### config.mk
export PLATFORM = sky130hd
export DESIGN_NAME = hd44780_ctrl_flat
export DESIGN_NICKNAME = d
export VERILOG_FILES = /design/src/rtl/hd44780_if.sv /design/src/rtl/hd44780_ctrl.sv /design/src/flat_wrapper.sv
export SDC_FILE = /design/constraint.sdc
export NUM_CORES = 1
export LEC_CHECK = 0
export BUFFER_PORTS_ARGS = -buffer_cell sky130_fd_sc_hd__buf_4
export CORE_ASPECT_RATIO = 0.9
export CORE_MARGIN = 4
export CORE_UTILIZATION = 55
export DETAILED_ROUTE_END_ITERATION = 8
export GPL_ROUTABILITY_DRIVEN = 1
export HOLD_SLACK_MARGIN = 0.15
export PLACE_DENSITY = 0.74
export SYNTH_ARGS = -nofsm -noshare
export SYNTH_HDL_FRONTEND = slang
export SYNTH_SLANG_ARGS = --single-unit
### constraint.sdc
create_clock -name clk -period 3 [get_ports clk]
set_input_delay 0.3 -clock clk [delete_from_list [all_inputs] [get_ports clk]]
set_output_delay 0.3 -clock clk [all_outputs]
set_load 0.03 [all_outputs]
### src/rtl/hd44780_if.sv
// hd44780_if: request handshake between display logic and the LCD sequencer.
interface hd44780_if;
    logic       req;
    logic       rs_in;
    logic [7:0] data_in;
    logic       ready;
    logic       init_done;
    modport master(output req, rs_in, data_in, input ready, init_done);
    modport slave(input req, rs_in, data_in, output ready, init_done);
endinterface

### src/rtl/hd44780_ctrl.sv
// hd44780_ctrl: write-only HD44780 8-bit bus sequencer with built-in power-on init.
module hd44780_ctrl #(
    parameter int T_POWERUP = 480000,
    parameter int T_INIT    = 49200,
    parameter int T_EN      = 6,
    parameter int T_CMD     = 600,
    parameter int T_CLR     = 19200,
    parameter int CNT_W     = 20
) (
    input  logic       clk,
    input  logic       rst,
    hd44780_if.slave   bus,
    output logic       lcd_rs,
    output logic       lcd_rw,
    output logic       lcd_e,
    output logic [7:0] lcd_data
);
    localparam logic [2:0] POWERUP = 3'd0;
    localparam logic [2:0] SETUP   = 3'd1;
    localparam logic [2:0] E_HIGH  = 3'd2;
    localparam logic [2:0] WAIT    = 3'd3;
    localparam logic [2:0] IDLE    = 3'd4;

    logic [2:0]       state, nstate, idx, nidx;
    logic [CNT_W-1:0] cnt, tgt, wait_last, nwait;
    logic             in_init, ready, init_done, last, load, accept, nrs;
    logic [7:0]       nbyte;

    function automatic logic [7:0] rom_byte(input logic [2:0] i);
        case (i)
            3'd0, 3'd1, 3'd2: return 8'h30;
            3'd3:             return 8'h38;
            3'd4:             return 8'h08;
            3'd5:             return 8'h01;
            3'd6:             return 8'h06;
            default:          return 8'h0C;
        endcase
    endfunction

    function automatic logic [CNT_W-1:0] rom_wait(input logic [2:0] i);
        return i < 3'd2 ? CNT_W'(T_INIT) : i == 3'd5 ? CNT_W'(T_CLR) : CNT_W'(T_CMD);
    endfunction

    always_comb begin
        accept = state == IDLE && bus.req;
        // POWERUP counts from the first edge out of reset, hence no -1 here
        tgt    = state == POWERUP ? CNT_W'(T_POWERUP) :
                 state == E_HIGH  ? CNT_W'(T_EN - 1) :
                 state == WAIT    ? wait_last : '0;
        last   = cnt == tgt;
        case (state)
            POWERUP: nstate = last ? SETUP : POWERUP;
            SETUP:   nstate = E_HIGH;
            E_HIGH:  nstate = last ? WAIT : E_HIGH;
            WAIT:    nstate = !last ? WAIT : (in_init && idx != 3'd7) ? SETUP : IDLE;
            IDLE:    nstate = accept ? SETUP : IDLE;
            default: nstate = POWERUP;
        endcase
        load  = nstate == SETUP;
        nidx  = state == POWERUP ? 3'd0 : idx + 3'd1;
        nrs   = !in_init && bus.rs_in;
        nbyte = in_init ? rom_byte(nidx) : bus.data_in;
        nwait = in_init ? rom_wait(nidx) :
                (!bus.rs_in && bus.data_in[7:2] == 6'd0 && bus.data_in != 8'd0) ? CNT_W'(T_CLR) : CNT_W'(T_CMD);
    end

    always_ff @(posedge clk) begin
        if (!rst) begin
            state     <= POWERUP;
            cnt       <= '0;
            idx       <= '0;
            in_init   <= 1'b1;
            wait_last <= '0;
            ready     <= 1'b0;
            init_done <= 1'b0;
            lcd_e     <= 1'b0;
            lcd_rs    <= 1'b0;
            lcd_data  <= 8'h00;
        end else begin
            state <= nstate;
            cnt   <= nstate != state ? '0 : cnt + 1'b1;
            lcd_e <= nstate == E_HIGH;
            ready <= nstate == IDLE;
            if (load) begin
                idx       <= nidx;
                lcd_rs    <= nrs;
                lcd_data  <= nbyte;
                wait_last <= nwait - CNT_W'(1);
            end
            if (in_init && state == WAIT && nstate == IDLE) begin
                init_done <= 1'b1;
                in_init   <= 1'b0;
            end
        end
    end

    assign bus.ready     = ready;
    assign bus.init_done = init_done;
    assign lcd_rw        = 1'b0;
endmodule

### src/flat_wrapper.sv
// flat-port wrapper written by rule: the top's interface ports become plain ports
module hd44780_ctrl_flat 
#(
    parameter int T_POWERUP = 480000,
    parameter int T_INIT    = 49200,
    parameter int T_EN      = 6,
    parameter int T_CMD     = 600,
    parameter int T_CLR     = 19200,
    parameter int CNT_W     = 20
)
  (clk, rst, lcd_rs, lcd_rw, lcd_e, lcd_data, bus_req, bus_rs_in, bus_data_in, bus_ready, bus_init_done);
  hd44780_if bus_i ();
  input  logic clk;
  input  logic rst;
  output logic lcd_rs;
  output logic lcd_rw;
  output logic lcd_e;
  output logic [7:0] lcd_data;
  input wire logic [$bits(bus_i.req)-1:0] bus_req;
  input wire logic [$bits(bus_i.rs_in)-1:0] bus_rs_in;
  input wire logic [$bits(bus_i.data_in)-1:0] bus_data_in;
  output wire logic [$bits(bus_i.ready)-1:0] bus_ready;
  output wire logic [$bits(bus_i.init_done)-1:0] bus_init_done;
  assign bus_i.req = bus_req;
  assign bus_i.rs_in = bus_rs_in;
  assign bus_i.data_in = bus_data_in;
  assign bus_ready = bus_i.ready;
  assign bus_init_done = bus_i.init_done;
  hd44780_ctrl #(.T_POWERUP(T_POWERUP), .T_INIT(T_INIT), .T_EN(T_EN), .T_CMD(T_CMD), .T_CLR(T_CLR), .CNT_W(CNT_W)) u_core (.clk(clk), .rst(rst), .bus(bus_i), .lcd_rs(lcd_rs), .lcd_rw(lcd_rw), .lcd_e(lcd_e), .lcd_data(lcd_data));
endmodule
Word level (Yosys, flattened, before mapping) --
Cells that the tools add are included.
Word-level totals: register bits after elaboration 59, bits of input ports 12, logic and storage cells 62
Operators by class: add/sub/neg operators 3, magnitude comparators 1, equal/unequal tests 16, multiplexer cells 16, bitwise operators 1, reductions and logical operators 15
Operators with widths (count):
- two-way mux 20 bit | 5
- two-way mux 15 bit | 2
- case mux 6 bit (5 select lines) | 1
- adder 20 x 1 -> 20 bit (second input constant) | 1
- == test 20 bit | 1
- subtractor 20 x 1 -> 20 bit (second input constant) | 1
- == test 3 x 2 -> 1 bit (second input constant) | 5
- == test 3 bit (second input constant) | 5
- case mux 3 bit (5 select lines) | 1
- two-way mux 3 bit | 4
- == test 3 x 1 -> 1 bit (second input constant) | 3
- two-way mux 8 bit | 1
- nonzero test 8 bit | 1
- logical AND 1 bit | 7
- logical NOT 3 bit | 2
- logical NOT 6 bit | 1
- adder 3 x 1 -> 3 bit (second input constant) | 1
- < comparator 3 x 2 -> 1 bit (second input constant) | 1
- inequality test 3 bit | 1
- inequality test 3 bit (second input constant) | 1
- OR reduction 3 bit | 1
- logical NOT 1 bit | 2
- two-way mux 1 bit | 2
- OR reduction 2 bit | 1
- inverter 1 bit | 1

Logic depth before layout (Yosys ltp) --
Gate-level depths: netlist (run 1).
depth in word-level cells 9, mapped depth 11

Worst setup path after synthesis (run 1) --
OpenSTA, ideal clock, no wires.
path kind register to register, from register u_core.state[1], to register u_core.wait_last[10], arrival time 2.415 ns, required time 2.885 ns, setup slack 0.469 ns, stages on the path, launching flop included 11, clock period less this slack 2.531 ns, cell sequence dfxtp_1 -> buf_6 -> or3_1 -> buf_2 -> and3_1 -> nor4_2 -> nand2_1 -> nor4_4 -> a21oi_2 -> clkbuf_1 -> and3_1
Between the ends: longest elaborated chain between the ends 8, elaborated cells between the ends (all ways) 23
Ends and longest elaborated chain:
- start: declaration | RTL line hd44780_ctrl.sv:24 | logic [2:0] state, nstate, idx, nidx;
- start signal: assignment | RTL line hd44780_ctrl.sv:80 | state <= nstate;
- parallel branches: the longest is 8 deep, another holds subtractor 20 x 1 -> 20 bit
- end signal: assignment | RTL line hd44780_ctrl.sv:88 | wait_last <= nwait - CNT_W'(1);
- end: declaration | RTL line hd44780_ctrl.sv:25 | logic [CNT_W-1:0] cnt, tgt, wait_last, nwait;
Parallel ways; which one is timed is not known. A chain may end at the register's enable or synchronous reset.

Worst setup path in the final report (run 1) --
from register u_core.state[1], to register u_core.lcd_data[1]
Between the ends: longest elaborated chain between the ends 8, elaborated cells between the ends (all ways) 27
Ends and longest elaborated chain:
- == test 3 x 2 -> 1 bit | RTL line hd44780_ctrl.sv:49, hd44780_ctrl.sv:51
- two-way mux 20 bit | RTL line hd44780_ctrl.sv:49 | state == WAIT ? wait_last : '0;
- two-way mux 20 bit | RTL line hd44780_ctrl.sv:48 | state == E_HIGH ? CNT_W'(T_EN - 1) :
- two-way mux 20 bit | RTL line hd44780_ctrl.sv:47 | tgt = state == POWERUP ? CNT_W'(T_POWERUP) :
- == test 20 bit | RTL line hd44780_ctrl.sv:50 | last = cnt == tgt;
- two-way mux 3 bit / two-way mux 1 bit (equally long branches) | RTL line hd44780_ctrl.sv:55, hd44780_ctrl.sv:52, hd44780_ctrl.sv:54
- case mux 3 bit (5 select lines) | RTL line hd44780_ctrl.sv:51 | case (state)
- == test 3 x 1 -> 1 bit | RTL line hd44780_ctrl.sv:59 | load = nstate == SETUP;
- end signal: assignment | RTL line hd44780_ctrl.sv:87 | lcd_data <= nbyte;
- end: declaration | RTL line hd44780_ctrl.sv:16 | output logic [7:0] lcd_data
Several ways; a longest one is shown, not always the timed one.

==> summary.md, run 1 <==
The run finished with clean final reports. During synthesis, Yosys emitted a total of 0 warnings. Clock transition time at the flip-flop clock pins of the worst setup and hold paths: 60 ps. Dividing the detail-routed wire length by the instance count gives 15.9 um.

The run gives 3240 ps as the endpoint required time on the critical path. The worst setup skew after layout was 6.38 ps; the buffer depth of the longest clock path was 2. The count of unresolved DRC violations after routing was 0. Setup repair after global routing left no endpoint under its margin. Summed over all layers, the routed wires come to 7060 um. The root buffer cell was sky130_fd_sc_hd__clkbuf_8. The first global-routing pass estimated 11,900 um of wire. Overall fraction of global-route tracks in use: 22.3%. The fraction of post-synthesis cell area in the top cell type by area was 37.9%; the arrival time of the worst setup path was 2930 ps. The synthesized netlist contains 52 unique library cells. The tools report the via count of the first global-routing pass as 2,418.

After Yosys synthesis, full adders, half adders and majority gates account for 1.66% of the synthesized area. In this run the static leakage power is 1.35 nW. Synthesis produced a netlist with a net count of 367. After layout, the minimum clock period comes to 2690 ps. The sequential area share after synthesis is 37.9%.

The repair_antennas step left the layout with diodes totalling 0. Of the cells placed in the final design, the portion with a size suffix greater than 1 is 16.7%. The first TritonRoute pass finished after 4 iterations. In this run the horizontal extent of the chip is 86.0 um. In this run, CTS created clock tree buffers numbering 9. Dividing the detail-routed via count by the number of cells gives 6.02.

The top cell types in the final layout, fill and taps aside, are sky130_fd_sc_hd__dfxtp_1 (57), sky130_fd_sc_hd__buf_4 (39), sky130_fd_sc_hd__nand2_1 (37). The run gives 4960 um as the half-perimeter wire length after detailed placement. The number of register bits inferred by synthesis is 57. The CTS sink count is 57, and the post-layout net count is 388. In this run the vertical extent of the chip is 78.2 um. The logs give 0.372 GHz for the maximum frequency from static timing analysis and 25 for the count of pins on the block boundary. The power density of the placed cells was 444 mW/mm^2; the final global-route overflow total was 0. The highest fanout seen on the critical path was 13. TritonCTS built the clock tree.

In this run, synthesis inferred 0 flip-flops with an integrated enable. A synthesized cell averages 8.57 um^2. The number of antenna violations at the first check in global routing was 0.

The class of the most critical hold timing path was input pin to flop. The kind of end point of the critical path was a flop. The mapped netlist covers 0.00301 mm^2. The effective utilization at floorplan was 56.9%.

The first routing iteration left 221 violations. Routability-driven placement finished with a final weighted congestion of 0.821. The mux share of post-synthesis cell area was 4.37%; the share of the synthesized area in compound gates (AO/OA/AOI/OAI) was 13.1%. Post-synthesis share of cell area spent on and, or, nand and nor gates: 30.7%.

Largest area contributor in the netlist: sky130_fd_sc_hd__dfxtp_1. The tools report the floorplan row count as 25. Of the total synthesized cell area, the portion taken by XOR and XNOR cells is 6.99%. The top flip-flop cell by instance count after synthesis was sky130_fd_sc_hd__dfxtp_1.

The ratio of final minimum period to clock period was 89.6%; the peak ir drop on the vdd network was 0.439 mV. The library cell used most frequently in the layout, excluding fill and tap cells, is sky130_fd_sc_hd__dfxtp_1. The area of the die is 0.00672 mm^2, and the final-report max-slew violation count is 0.

For this run, asynchronously set or reset flops after synthesis account for 0%. Setup violations remaining at the end of the flow were counted as 0. The cell count after synthesis came out at 351. In the post-synthesis netlist, the biggest area contributors are sky130_fd_sc_hd__dfxtp_1 (38%), sky130_fd_sc_hd__and3_1 (5.4%), sky130_fd_sc_hd__xnor2_1 (4.7%), sky130_fd_sc_hd__nand2_1 (4.6%), sky130_fd_sc_hd__nor4_1 (4.6%). The number of input and output port buffers inserted is 23. For the worst-skew pair, the clock arrives at the later sink with an insertion delay of 340 ps. The detail route stage leaves a number of antenna-violating nets equal to 0. Sort of element at the start of the critical path: a flop. Buffers inserted to repair hold after CTS numbered 0.

The main combinational cell family by area after synthesis was simple AND/OR/NAND/NOR gates. The setup path with the least slack is of type flop to flop. The via count of the routed design is 2,671.

The total area inside the core boundary comes to 0.00529 mm^2. For the final routed database, the setup TNS stands at 0 ps. Max-cap violations in this run came to 0. The pin count of the biggest net entering global routing was 43; the number of hold-slack violations in the final timing report was 0. The count of H-tree levels built during CTS was 3; the synthesis-to-finish area growth was 14.5%. The worst hold slack across all endpoints was 254 ps.
-- timing repair --
item / in CTS / in global routing
setup endpoints to repair: 0 / 7
setup buffers: 0 / 2
gates resized for setup: 0 / 1
-- cells in the mapped netlist (3+ instances only) --
library cell / instances
sky130_fd_sc_hd__a211oi_1: 12
sky130_fd_sc_hd__a21oi_1: 11
sky130_fd_sc_hd__a31oi_1: 5
sky130_fd_sc_hd__and3_1: 26
sky130_fd_sc_hd__buf_2: 6
sky130_fd_sc_hd__clkbuf_1: 19
sky130_fd_sc_hd__dfxtp_1: 57
sky130_fd_sc_hd__ha_1: 4
sky130_fd_sc_hd__inv_1: 3
sky130_fd_sc_hd__mux2i_1: 12
sky130_fd_sc_hd__nand2_1: 37
sky130_fd_sc_hd__nand2b_1: 3
sky130_fd_sc_hd__nand3_1: 16
sky130_fd_sc_hd__nand4_1: 6
sky130_fd_sc_hd__nand4b_1: 6
sky130_fd_sc_hd__nor2_1: 19
sky130_fd_sc_hd__nor2b_1: 4
sky130_fd_sc_hd__nor3_1: 6
sky130_fd_sc_hd__nor4_1: 22
sky130_fd_sc_hd__nor4bb_1: 4
sky130_fd_sc_hd__o211ai_1: 4
sky130_fd_sc_hd__o21ai_0: 5
sky130_fd_sc_hd__o32ai_1: 4
sky130_fd_sc_hd__or3_1: 4
sky130_fd_sc_hd__xnor2_1: 16
sky130_fd_sc_hd__xor2_1: 8
-- critical path, cell delays in order, from the launching register on --
cell                       delay, ps
sky130_fd_sc_hd__dfxtp_1         370
sky130_fd_sc_hd__or3_1           560
sky130_fd_sc_hd__and3_1          240
sky130_fd_sc_hd__nor4_1          330
sky130_fd_sc_hd__nand2_1         150
sky130_fd_sc_hd__nor4_4          220
sky130_fd_sc_hd__buf_4           190
sky130_fd_sc_hd__buf_4           170
sky130_fd_sc_hd__a211oi_1         80
sky130_fd_sc_hd__a311oi_1        280
-- sequential cells by signal, indices dropped and copies added, names as in the netlist --
name,cells
u_core.state,3
u_core.lcd_rs,1
u_core.bus.ready,1
u_core.wait_last,18
u_core.in_init,1
u_core.lcd_e,1
u_core.lcd_data,8
u_core.cnt,20
u_core.bus.init_done,1
u_core.idx,3
-- path summary, 6_finish.rpt --
path	from	to	slack, ps	cells after the start
max	u_core.state[1]	u_core.lcd_data[1]	310	9
min	bus_data_in[7]	u_core.lcd_data[7]	250	3
max reg2reg	u_core.state[1]	u_core.lcd_data[1]	310	9
min reg2reg	u_core.lcd_data[7]	u_core.lcd_data[7]	460	2
-- metrics by stage --
step	area, um^2	worst slack, ps	util, %	total power [mW]	cells
global route	3440	81.5	65.1	1.59	444
global placement	3230	292	61.1	0.827	426
detailed placement	3230	195	61.1	0.828	426
CTS	3430	175	64.8	1.54	442
finish	3440	312	65.1	1.53	444
floorplan	3010	469	-	0.808	351
-- cells by family (layout without fill, tap and decap cells) --
logic type,count (synthesis),in the layout
adders and majority gates,4,4
other,1,1
xor gates and xnor gates,24,24
DFF,57,57
muxes,13,13
buffers and inverters,33,59
AOI/OAI and AO/OA,56,56
and+or+nand+nor,163,163
-- routing by layer --
layer	GRT usage, %	part of all wire (%)	vias to the layer above
met5	0	0	-
met1	31.3	50	1257
met4	5.06	0.95	0
met2	32.1	44	69
li1	-	-	1338
met3	8.60	5.5	7
-- power by group --
group | leakage [nW] | switching [mW] | internal [mW] | total [mW]
sequential | 0.460 | 0.00483 | 0.760 | 0.765
combinational | 0.797 | 0.0274 | 0.0190 | 0.0464
clock | 0.0953 | 0.313 | 0.403 | 0.716
-- final cells by class --
cell class,instances,area (um^2)
multi-input combinational,261,1710
sequential,57,1140
tap,67,83.8
inverter,4,15.0
clock inverter,5,55.1
clock buffer,11,141
timing repair buffer,39,293
fill,473,1840
No activity file was read; power rests on OpenSTA's default activity.
==> inputs of run 2 (changes only) <==
CORE_MARGIN = not set   (was 4)
CTS_CLUSTER_SIZE = 10   (was not set)
==> run 2 against run 1 <==
Power down 0.30%. Critical path depth unchanged. Wire length fell by 4.5%. Via count decreased by 0.67%. Worst setup slack worse by 53 ps. Clock power hardly changed. Largest cell class unchanged.
==> summary.md, run 2 (same netlist as run 1, synthesis figures left out) <==
The die is 80.0 um wide. The highest-delay cell along the critical path was sky130_fd_sc_hd__or4_4. Measured against its own limit, the worst slew margin works out to 40.1%. The peak ir drop on the vdd network is 0.330 mV, and the number of input and output port buffers inserted is 23.

At the pin with the least slew margin, the transition time is 897 ps. The path with the worst hold slack has its endpoint at u_core.lcd_data[7]. Kind of end point of the critical path: a flop. Setup repair after global routing left no endpoint under its margin. Register containing the most flip-flops in the final layout: u_core.cnt.

Category of the most critical setup path: flop to flop. The run gives 0 ps as the aggregate negative setup slack. The tree is rooted in a sky130_fd_sc_hd__clkbuf_8. Pin placement for this block handled 25 I/O pins. The tools report the source of the worst register-to-register timing path as u_core.state[0]. The fraction of final layout cells sized beyond drive strength 1 was 16.9%.

The cell depth of the worst setup path is 9, and the sum of routed wire length over all layers is 6740 um. The power density of the placed cells was 444 mW/mm^2; the source-to-sink clock delay at the later pin of the worst-skew pair was 350 ps. The flow ran to the end, and the final reports show no timing, DRC or antenna violations. Cell depth of the worst hold path: 3. For the final-report max-slew violation count, the log shows 0. The number of cells on the worst reg-to-reg path is 9. The synthesis-to-finish area growth works out to 14.1%. The total of endpoints with negative setup slack in the final report was 0.

For the worst setup skew after layout, the log shows 10.2 ps. After routing the design area is 0.00343 mm^2. The first global-routing pass estimated 11,800 um of wire. The region available for standard cell placement spans 0.00526 mm^2.

Detailed placement ended at an HPWL of 4740 um. For this run, design rule violations remaining after detail routing come to 0. The overall fraction of global-route tracks in use is 26.8%, and the total of max-cap violations is 0.

For this block, the initial DRC count from the detailed router was 257. The clock drives 57 sinks. For this configuration, the core starts out at a cell density of 57.2%. The die height is 72.2 um. Once the clock tree was built, the setup fixing pass inserted 0 buffers. Data arrives at the worst endpoint at 2980 ps. The worst hold path begins at bus_data_in[7]. Timing would allow up to 0.365 GHz.

Number of buffers added by the clock tree synthesis step: 9. For the number of hold-slack violations in the final timing report, the log shows 0. The worst register-to-register path ends at u_core.wait_last[5]. The largest registers in the layout are u_core.cnt x20, u_core.wait_last x18, u_core.lcd_data x8. The pin count of the biggest net entering global routing was 43; the final global-route overflow total was 0. In this run the worst path has a maximum fanout of 12. Dividing the detail-routed via count by the number of cells gives 6.03. The count of H-tree levels built during CTS is 3, and the buffer depth of the longest clock path is 2. In the final routed layout, each cell accounts on average for 15.3 um.

The number of buffers and inverters on the critical path is 2. Kind of cell with the highest combined delay on the critical path: simple AND/OR/NAND/NOR gates. The final route contains 2,653 vias. The tools report the endpoint required time on the critical path as 3240 ps. In this run the static leakage power is 1.34 nW. The worst-case register-to-register setup slack is 260 ps, and the minimum clock period after layout is 2740 ps. Of the available clock period, the critical path in the final layout requires 91.4%. TritonCTS built the clock tree. The via count of the first global-routing pass was 2,422. The number of detailed-routing iterations run before antenna repair came out at 4.

Class of the most critical hold timing path: input pin to flop. In this design, the stage delay of the slowest critical-path cell is 560 ps. The number of antenna violations at the first check in global routing was 0. Summing all placed instances gives a cell area of 0.00322 mm^2.

Leaving out fill and tap cells, the most frequent cells in the layout are sky130_fd_sc_hd__dfxtp_1 (56), sky130_fd_sc_hd__nand2_1 (37), sky130_fd_sc_hd__buf_4 (36). The count of antenna-violating nets left after detailed routing came out at 0. The most common library cell in the layout ignoring fill and taps is sky130_fd_sc_hd__dfxtp_1.

After clock tree synthesis, the clock-pin slew on the worst setup and hold paths is 60 ps. The register with the most flip-flops in the layout has 20 of them. The repair_antennas step left the layout with diodes totalling 0.

Walking the worst path, the cells encountered are and3b_2 > a21oi_2 > xnor2_1 > or4_4 > nor4_4 > buf_4 > buf_4 > a211oi_1 > a211oi_1. The die covers 0.00577 mm^2. The tools report the floorplan row count as 25. Routability-driven placement finished with a final weighted congestion of 0.846. The run gives 385 as the post-layout net count. Sort of element at the start of the critical path: a flop.
run 2: cell count changes in the layout (fill, tap and decap cells not counted), sizes merged:
cell,previous run,this run
buf,39,36
clkinvlp,2,0
clkbuf,11,12
run 2: layout make-up:
class	instances	area [um^2]
repair buffers	36	270
clock inverters	3	40.0
flip-flops and latches	57	1140
multi-input cells	261	1730
well taps	67	83.8
clock buffers	12	155
fillers	463	1820
inverters	4	15.0
run 2: where the power goes:
part	internal (mW)	leakage, nW	switching (mW)
clock	0.421	0.102	0.291
combinational	0.0181	0.778	0.0265
sequential	0.760	0.460	0.00546
total	1.20	1.34	0.323
run 2: what timing repair did:
action | CTS | global route
gates resized for setup | 0 | 5
hold buffers | 0 | 0
setup endpoints to repair | 0 | 48
run 2: worst max path at each step:
stage                     from                    to  slack, ps
2_1_floorplan  u_core.state[1]  u_core.wait_last[10]        470
3_3_place_gp   u_core.state[0]    u_core.lcd_data[0]        160
3_5_place_dp   u_core.state[0]    u_core.lcd_data[0]         70
4_1_cts        u_core.state[0]    u_core.lcd_data[0]         30
5_1_grt        u_core.state[0]   u_core.wait_last[5]         20
6_report       u_core.state[0]   u_core.wait_last[5]        260
run 2: worst register-to-register path: stages, from the launching register on:
cell	delay (ps)
sky130_fd_sc_hd__dfxtp_2	450
sky130_fd_sc_hd__and3b_2	300
sky130_fd_sc_hd__a21oi_2	80
sky130_fd_sc_hd__xnor2_1	140
sky130_fd_sc_hd__or4_4	560
sky130_fd_sc_hd__nor4_4	410
sky130_fd_sc_hd__buf_4	240
sky130_fd_sc_hd__buf_4	150
sky130_fd_sc_hd__a211oi_1	60
sky130_fd_sc_hd__a211oi_1	240
run 2: per-stage QoR:
stage | hold WS (ps) | instances | util (%) | worst slack (ps) | total power [mW]
floorplan | 438 | 351 | - | 469 | 0.808
global placement | 447 | 425 | 61.3 | 164 | 0.826
detailed placement | 455 | 425 | 61.3 | 71.5 | 0.827
CTS | 231 | 440 | 65.0 | 26.6 | 1.54
global route | 240 | 440 | 65.3 | 23.4 | 1.58
finish | 245 | 440 | 65.3 | 258 | 1.52
run 2: routing by layer:
| metal | up-vias | GRT usage (%) | part of all wire [%] |
|---|---|---|---|
| met5 | - | 0 | 0 |
| li1 | 1335 | - | - |
| met3 | 16 | 7.67 | 5.3 |
| met1 | 1249 | 38.0 | 50 |
| met2 | 53 | 38.2 | 42 |
| met4 | 0 | 11.1 | 2.4 |
